**config.mk**
```make
export PLATFORM = sky130hd
export DESIGN_NAME = multi_cycle_ctrl
export DESIGN_NICKNAME = d
export VERILOG_FILES = /design/src/rtl/mcc_pkg.sv /design/src/rtl/multi_cycle_ctrl_decode.sv /design/src/rtl/multi_cycle_ctrl.sv
export SDC_FILE = /design/constraint.sdc
export NUM_CORES = 1
export LEC_CHECK = 0
export BUFFER_PORTS_ARGS = -buffer_cell sky130_fd_sc_hd__clkbuf_2
export CORE_ASPECT_RATIO = 0.75
export CORE_MARGIN = 3
export CORE_UTILIZATION = 32
export DETAILED_ROUTE_END_ITERATION = 8
export PLACE_DENSITY = 0.61
export SYNTH_ARGS = -nofsm -noshare
export SYNTH_HDL_FRONTEND = slang
export SYNTH_SLANG_ARGS = --single-unit
```
**constraint.sdc**
```tcl
create_clock -name clk_i -period 7.7 [get_ports clk_i]
set_clock_uncertainty 0.2 [all_clocks]
set_input_delay 0.77 -clock clk_i [delete_from_list [all_inputs] [get_ports clk_i]]
set_output_delay 0.77 -clock clk_i [all_outputs]
set_load 0.05 [all_outputs]
```
**src/rtl/mcc_pkg.sv**
```systemverilog
// mcc_pkg: opcodes, state encoding and datapath select encodings for multi_cycle_ctrl
package mcc_pkg;
  localparam logic [5:0] OP_R    = 6'd0;
  localparam logic [5:0] OP_J    = 6'd2;
  localparam logic [5:0] OP_JAL  = 6'd3;
  localparam logic [5:0] OP_BEQ  = 6'd4;
  localparam logic [5:0] OP_BNE  = 6'd5;
  localparam logic [5:0] OP_ADDI = 6'd8;
  localparam logic [5:0] OP_SLTI = 6'd10;
  localparam logic [5:0] OP_ORI  = 6'd13;
  localparam logic [5:0] OP_LW   = 6'd35;
  localparam logic [5:0] OP_SW   = 6'd43;
  localparam logic [5:0] FN_JR   = 6'd8;
  typedef enum logic [3:0] {
    S_FETCH    = 4'd0,
    S_DECODE   = 4'd1,
    S_MEM_ADDR = 4'd2,
    S_MEM_RD   = 4'd3,
    S_MEM_WB   = 4'd4,
    S_MEM_WR   = 4'd5,
    S_R_EXEC   = 4'd6,
    S_ALU_WB   = 4'd7,
    S_BRANCH   = 4'd8,
    S_JUMP     = 4'd9,
    S_I_EXEC   = 4'd10,
    S_JAL      = 4'd11,
    S_JR       = 4'd12,
    S_TRAP     = 4'd15
  } state_e;
  typedef enum logic [2:0] {ALU_ADD = 3'd0, ALU_SUB = 3'd1, ALU_RTYPE = 3'd2, ALU_SLT = 3'd3, ALU_OR = 3'd4} alu_op_e;
  typedef enum logic [1:0] {DST_RT = 2'd0, DST_RD = 2'd1, DST_R31 = 2'd2} reg_dst_e;
  typedef enum logic [1:0] {M2R_ALU = 2'd0, M2R_MDR = 2'd1, M2R_PC = 2'd2} mem_to_reg_e;
  typedef enum logic [1:0] {SRCB_B = 2'd0, SRCB_4 = 2'd1, SRCB_IMM = 2'd2, SRCB_IMM_SH = 2'd3} alu_src_b_e;
  typedef enum logic [1:0] {PCS_ALU = 2'd0, PCS_ALUOUT = 2'd1, PCS_JUMP = 2'd2, PCS_RS = 2'd3} pc_source_e;
endpackage

```
**src/rtl/multi_cycle_ctrl_decode.sv**
```systemverilog
// multi_cycle_ctrl_decode: opcode/funct to post-DECODE state, I-type ALU op and illegal flag
module multi_cycle_ctrl_decode
  import mcc_pkg::*;
(
  input  logic [5:0] op_i,
  input  logic [5:0] funct_i,
  output state_e     next_o,
  output alu_op_e    i_alu_op_o,
  output logic       illegal_o
);
  always_comb begin
    next_o = S_TRAP;
    illegal_o = 1'b0;
    case (op_i)
      OP_R:                next_o = (funct_i == FN_JR) ? S_JR : S_R_EXEC;
      OP_J:                next_o = S_JUMP;
      OP_JAL:              next_o = S_JAL;
      OP_BEQ, OP_BNE:      next_o = S_BRANCH;
      OP_ADDI, OP_SLTI,
      OP_ORI:              next_o = S_I_EXEC;
      OP_LW, OP_SW:        next_o = S_MEM_ADDR;
      default:             illegal_o = 1'b1;
    endcase
    i_alu_op_o = (op_i == OP_SLTI) ? ALU_SLT : (op_i == OP_ORI) ? ALU_OR : ALU_ADD;
  end
endmodule

```
**src/rtl/multi_cycle_ctrl.sv**
```systemverilog
// multi_cycle_ctrl: multi-cycle CPU control FSM with memory stall, retire counter and illegal-opcode trap
module multi_cycle_ctrl
  import mcc_pkg::*;
#(
  parameter int CNT_W = 32
) (
  input  logic             clk_i,
  input  logic             rst_i,
  input  logic [5:0]       instr_op_i,
  input  logic [5:0]       funct_i,
  input  logic             zero_i,
  input  logic             mem_ready_i,
  output logic             pc_write_o,
  output logic             ir_write_o,
  output logic             i_or_d_o,
  output logic             mem_read_o,
  output logic             mem_write_o,
  output logic             reg_write_o,
  output logic [1:0]       reg_dst_o,
  output logic [1:0]       mem_to_reg_o,
  output logic             alu_src_a_o,
  output logic [1:0]       alu_src_b_o,
  output logic [2:0]       alu_op_o,
  output logic [1:0]       pc_source_o,
  output logic [3:0]       state_o,
  output logic             illegal_o,
  output logic [CNT_W-1:0] retired_o
);
  state_e           state_q, state_d;
  logic             rd_flag_q, rd_flag_d;
  logic [CNT_W-1:0] retired_q, retired_d;
  logic             retire;
  state_e           dec_next;
  alu_op_e          dec_alu_op;
  logic             dec_illegal;

  multi_cycle_ctrl_decode u_decode (
    .op_i       (instr_op_i),
    .funct_i    (funct_i),
    .next_o     (dec_next),
    .i_alu_op_o (dec_alu_op),
    .illegal_o  (dec_illegal)
  );

  always_comb begin
    {pc_write_o, ir_write_o, i_or_d_o, mem_read_o, mem_write_o, reg_write_o} = '0;
    reg_dst_o = DST_RT;
    mem_to_reg_o = M2R_ALU;
    alu_src_a_o = 1'b0;
    alu_src_b_o = SRCB_B;
    alu_op_o = ALU_ADD;
    pc_source_o = PCS_ALU;
    state_d = state_q;
    rd_flag_d = rd_flag_q;
    retire = 1'b0;
    case (state_q)
      S_FETCH: begin
        mem_read_o = 1'b1;
        alu_src_b_o = SRCB_4;
        pc_write_o = mem_ready_i;
        ir_write_o = mem_ready_i;
        state_d = mem_ready_i ? S_DECODE : S_FETCH;
      end
      S_DECODE: begin
        alu_src_b_o = SRCB_IMM_SH;
        state_d = dec_illegal ? S_TRAP : dec_next;
      end
      S_MEM_ADDR: begin
        alu_src_a_o = 1'b1;
        alu_src_b_o = SRCB_IMM;
        state_d = (instr_op_i == OP_SW) ? S_MEM_WR : S_MEM_RD;
      end
      S_MEM_RD: begin
        mem_read_o = 1'b1;
        i_or_d_o = 1'b1;
        state_d = mem_ready_i ? S_MEM_WB : S_MEM_RD;
      end
      S_MEM_WB: begin
        reg_write_o = 1'b1;
        mem_to_reg_o = M2R_MDR;
        retire = 1'b1;
        state_d = S_FETCH;
      end
      S_MEM_WR: begin
        mem_write_o = 1'b1;
        i_or_d_o = 1'b1;
        retire = mem_ready_i;
        state_d = mem_ready_i ? S_FETCH : S_MEM_WR;
      end
      S_R_EXEC: begin
        alu_src_a_o = 1'b1;
        alu_op_o = ALU_RTYPE;
        rd_flag_d = 1'b1;
        state_d = S_ALU_WB;
      end
      S_I_EXEC: begin
        alu_src_a_o = 1'b1;
        alu_src_b_o = SRCB_IMM;
        alu_op_o = dec_alu_op;
        rd_flag_d = 1'b0;
        state_d = S_ALU_WB;
      end
      S_ALU_WB: begin
        reg_write_o = 1'b1;
        reg_dst_o = rd_flag_q ? DST_RD : DST_RT;
        retire = 1'b1;
        state_d = S_FETCH;
      end
      S_BRANCH: begin
        alu_src_a_o = 1'b1;
        alu_op_o = ALU_SUB;
        pc_source_o = PCS_ALUOUT;
        pc_write_o = (instr_op_i == OP_BNE) ? !zero_i : zero_i;
        retire = 1'b1;
        state_d = S_FETCH;
      end
      S_JUMP: begin
        pc_write_o = 1'b1;
        pc_source_o = PCS_JUMP;
        retire = 1'b1;
        state_d = S_FETCH;
      end
      S_JAL: begin
        pc_write_o = 1'b1;
        pc_source_o = PCS_JUMP;
        reg_write_o = 1'b1;
        reg_dst_o = DST_R31;
        mem_to_reg_o = M2R_PC;
        retire = 1'b1;
        state_d = S_FETCH;
      end
      S_JR: begin
        pc_write_o = 1'b1;
        pc_source_o = PCS_RS;
        retire = 1'b1;
        state_d = S_FETCH;
      end
      S_TRAP: state_d = S_TRAP;
      default: state_d = S_FETCH;
    endcase
    // reset cycle abandons any access in flight: no strobe may escape
    if (rst_i) begin
      {pc_write_o, ir_write_o, i_or_d_o, mem_read_o, mem_write_o, reg_write_o} = '0;
      {reg_dst_o, mem_to_reg_o, alu_src_a_o, alu_src_b_o, alu_op_o, pc_source_o} = '0;
      retire = 1'b0;
    end
    retired_d = retired_q + {{(CNT_W-1){1'b0}}, retire};
  end

  always_ff @(posedge clk_i) begin
    if (rst_i) begin
      state_q <= S_FETCH;
      rd_flag_q <= 1'b0;
      retired_q <= '0;
    end else begin
      state_q <= state_d;
      rd_flag_q <= rd_flag_d;
      retired_q <= retired_d;
    end
  end

  assign state_o = state_q;
  assign illegal_o = (state_q == S_TRAP);
  assign retired_o = retired_q;
endmodule
```
==> impl_metrics.tcl <==
set metrics [dict create \
    status "complete, no violations" \
    worstPathArrival_ns 3.47 \
    power_density_nw_per_um2 226.9 \
    hold_class "flip-flop to flip-flop" \
    seq_area_um2 740.7 \
    synth_top_area_share_pct 31.69 \
    crit-reg2reg-launch "state_o[0]" \
    cts.path.max_buffers 2 \
    cts_made_buffers 5 \
    clock_tree.root_cell "clkbuf_8" \
    cp_max_fo 23 \
    area_growth_syn_to_layout_pct 19.22 \
    rsz0062_at_grt "no" \
    dp_hpwl_um 4710 \
    rr_worst_depth 9 \
    cp-start-kind "flip-flop" \
    drv_slew 0 \
    r2r_end "retired_o[28]" \
    end_kind "flip-flop" \
    clk-insertion-delay-late_ns 0.29 \
    finalHoldViolCount 0 \
    dpl_cell_area_um2 2700 \
    multi_input_area_um2 1475 \
    synth_warnings 0 \
    async_flop_share_pct 0 \
    use_met1_pct 21.95 \
    layout-drive-gt1-share_pct 24.43 \
    grt_overflow 0 \
    relSlewSlack_pct 33.13 \
    num_vias 2463 \
    ios 71 \
    cts_setup_buffers 0 \
    met2_usage_pct 24.36 \
    cts_tree "built" \
    whs_endpoint "retired_o[31]" \
    synth_ff_type "dfxtp_1" \
    cts.clk_slew.worst_paths_ns 0.08 \
    track_usage_pct 15.70 \
    use_met3_pct 4.608 \
    r2r_setup_slack_ns 4.23 \
    crit_type "flip-flop to flip-flop" \
    clkSinkCount 37 \
    dieArea_um2 8376 \
    start_util_pct 33.57 \
    cts.htree.levels 2 \
    die_y_um 80.01 \
    gp_congestion 0.8515 \
    setup_viol 0 \
    drtIter0Drc 172 \
    synth_cells 297 \
    hold_buffers 0 \
    cts_resized 0 \
    grt_max_degree 52 \
    finalCriticalPeriod_ns 3.472 \
    placementRows 26 \
    ir_worst_vdd_uv 130.4 \
    hold_start "retired_o[31]" \
    synth_edf_count 0 \
    tightest_slew_ns 1.003 \
    antenna_found_initial 0 \
    max_clock_freq_ghz 0.2880 \
    vias_per_cell 5.473 \
    final_area_um2 2786 \
    worstPathRequired_ns 7.70 \
    yosys.area.top_type "dfxtp_1" \
    io_buffers 70 \
    max_cap_violations 0 \
    netlist_area_um2 2337 \
    drc_errors 0 \
    synth_seq_area_share_pct 31.69 \
    first_global_vias 2237 \
    synth_area_leaders "dfxtp_1, a21oi_1, nor2_1" \
    setup_tns_ns 0 \
    synth_cell_type_count 53 \
    leakagePower_nw 1.082 \
    hold_depth 2 \
    grt_pass1_wl_um 10900 \
    synth_nets 315 \
    wire_per_inst_um 14.73 \
    top_usage_layer "met2" \
    ant_nets 0 \
    dieWidth_um 104.7 \
    ys_ff_latch 37 \
    wl_um 6627 \
    fill_cells 731 \
    dr.pass1.iters 4 \
    design.core.area_um2 6962 \
    final_nets 369 \
    holdWs_ns 0.2922 \
    n_antenna_cell 0 \
    fin_crit_sh_pct 45.09 \
    avgSynthCellArea_um2 7.870 \
]
## Yosys cell counts (2+ instances only)
cell type and count:
ha_1 2, o2111ai_1 2, buf_1 5, dfxtp_1 37, o21a_1 2, nor4b_1 3, o31ai_1 12, mux2_2 2
o21ai_0 12, nor2_1 26, nand4_1 10, or4_1 12, buf_6 2, buf_4 2, nor3b_1 2, and4_1 4
clkbuf_1 13, a31oi_1 3, nand2_1 18, a32oi_1 2, nand4b_1 3, xor2_1 11, a2111oi_0 2, and3_1 8
nand2b_1 9, nor2b_1 11, nand3_1 16, or3_1 6, nor3_1 8, inv_1 3, a21oi_1 20, nor4_1 4
xnor2_1 4, o21bai_1 2
## metal layers
metal  vias to the layer above  wire (um)
met5                         -          0
met4                         0         30
met3                         5        555
met2                        80       2870
met1                      1154       3170
li1                       1224          -
## flip-flops by register name, indices dropped and copies added (netlist names)
name / cells
retired_o: 32
rd_flag_q: 1
state_o: 4
## power breakdown
group	leakage, nW	internal [mW]	switching [mW]
Sequential	0.299	0.201	0.0427
Clock	0.0439	0.0625	0.0732
Combinational	0.739	0.0747	0.178
Total	1.08	0.338	0.294
## logic make-up (layout without fill, tap and decap cells)
group / Yosys count / in the layout / share of synthesized area [%]
compound gates: 66 / 66 / 18.20
buf+inv: 26 / 81 / 5.192
mux: 3 / 3 / 1.392
fa+ha+maj: 2 / 2 / 1.070
simple gates: 148 / 148 / 36.83
flops: 37 / 37 / 31.69
xor+xnor: 15 / 15 / 5.621
## metrics by stage
stage	power, mW	util (%)	setup slack [ns]	instances
after floorplan	0.4405	-	2.920	297
after global placement	0.4980	38.79	4.055	442
after detailed placement	0.4990	38.79	3.961	442
after CTS	0.6350	40.03	4.247	450
after global routing	0.6727	40.03	3.885	450
final	0.6324	40.03	4.228	450
## worst max path at each step
stage / start / endpoint
2_1_floorplan: instr_op_i[2] / alu_op_o[0]
3_3_place_gp: rst_i / retired_o[28]
3_5_place_dp: rst_i / retired_o[28]
4_1_cts: state_o[0] / retired_o[28]
5_1_grt: state_o[0] / retired_o[28]
6_report: state_o[0] / retired_o[28]
## final cells by class
type / count / area share [%]
multi-input cells: 234 / 52.94
clock buffers: 5 / 2.470
inverters: 3 / 0.4041
well taps: 98 / 4.401
repair buffers: 70 / 12.57
flip-flops and latches: 37 / 26.58
clock inverters: 3 / 0.6286
## worst max-delay path, cell delays in order (launching register included)
cell	delay [ns]
dfxtp_1	0.79
nand2b_1	0.36
nand2_1	0.09
a311oi_1	0.26
ha_1	0.27
ha_1	0.24
and2_1	0.26
nand2_1	0.24
or4_1	0.53
a21oi_1	0.15
## cells in the final DEF, fill, tap and decap left out, types with 12 or more instances in the layout
cell      Yosys  final
o31ai_1      12     12
nand2_1      18     18
or4_1        12     12
dfxtp_1      37     37
a21oi_1      20     20
nand3_1      16     16
o21ai_0      12     12
nor2_1       26     26
clkbuf_2      0     70
(Power assumes the default switching activity.)
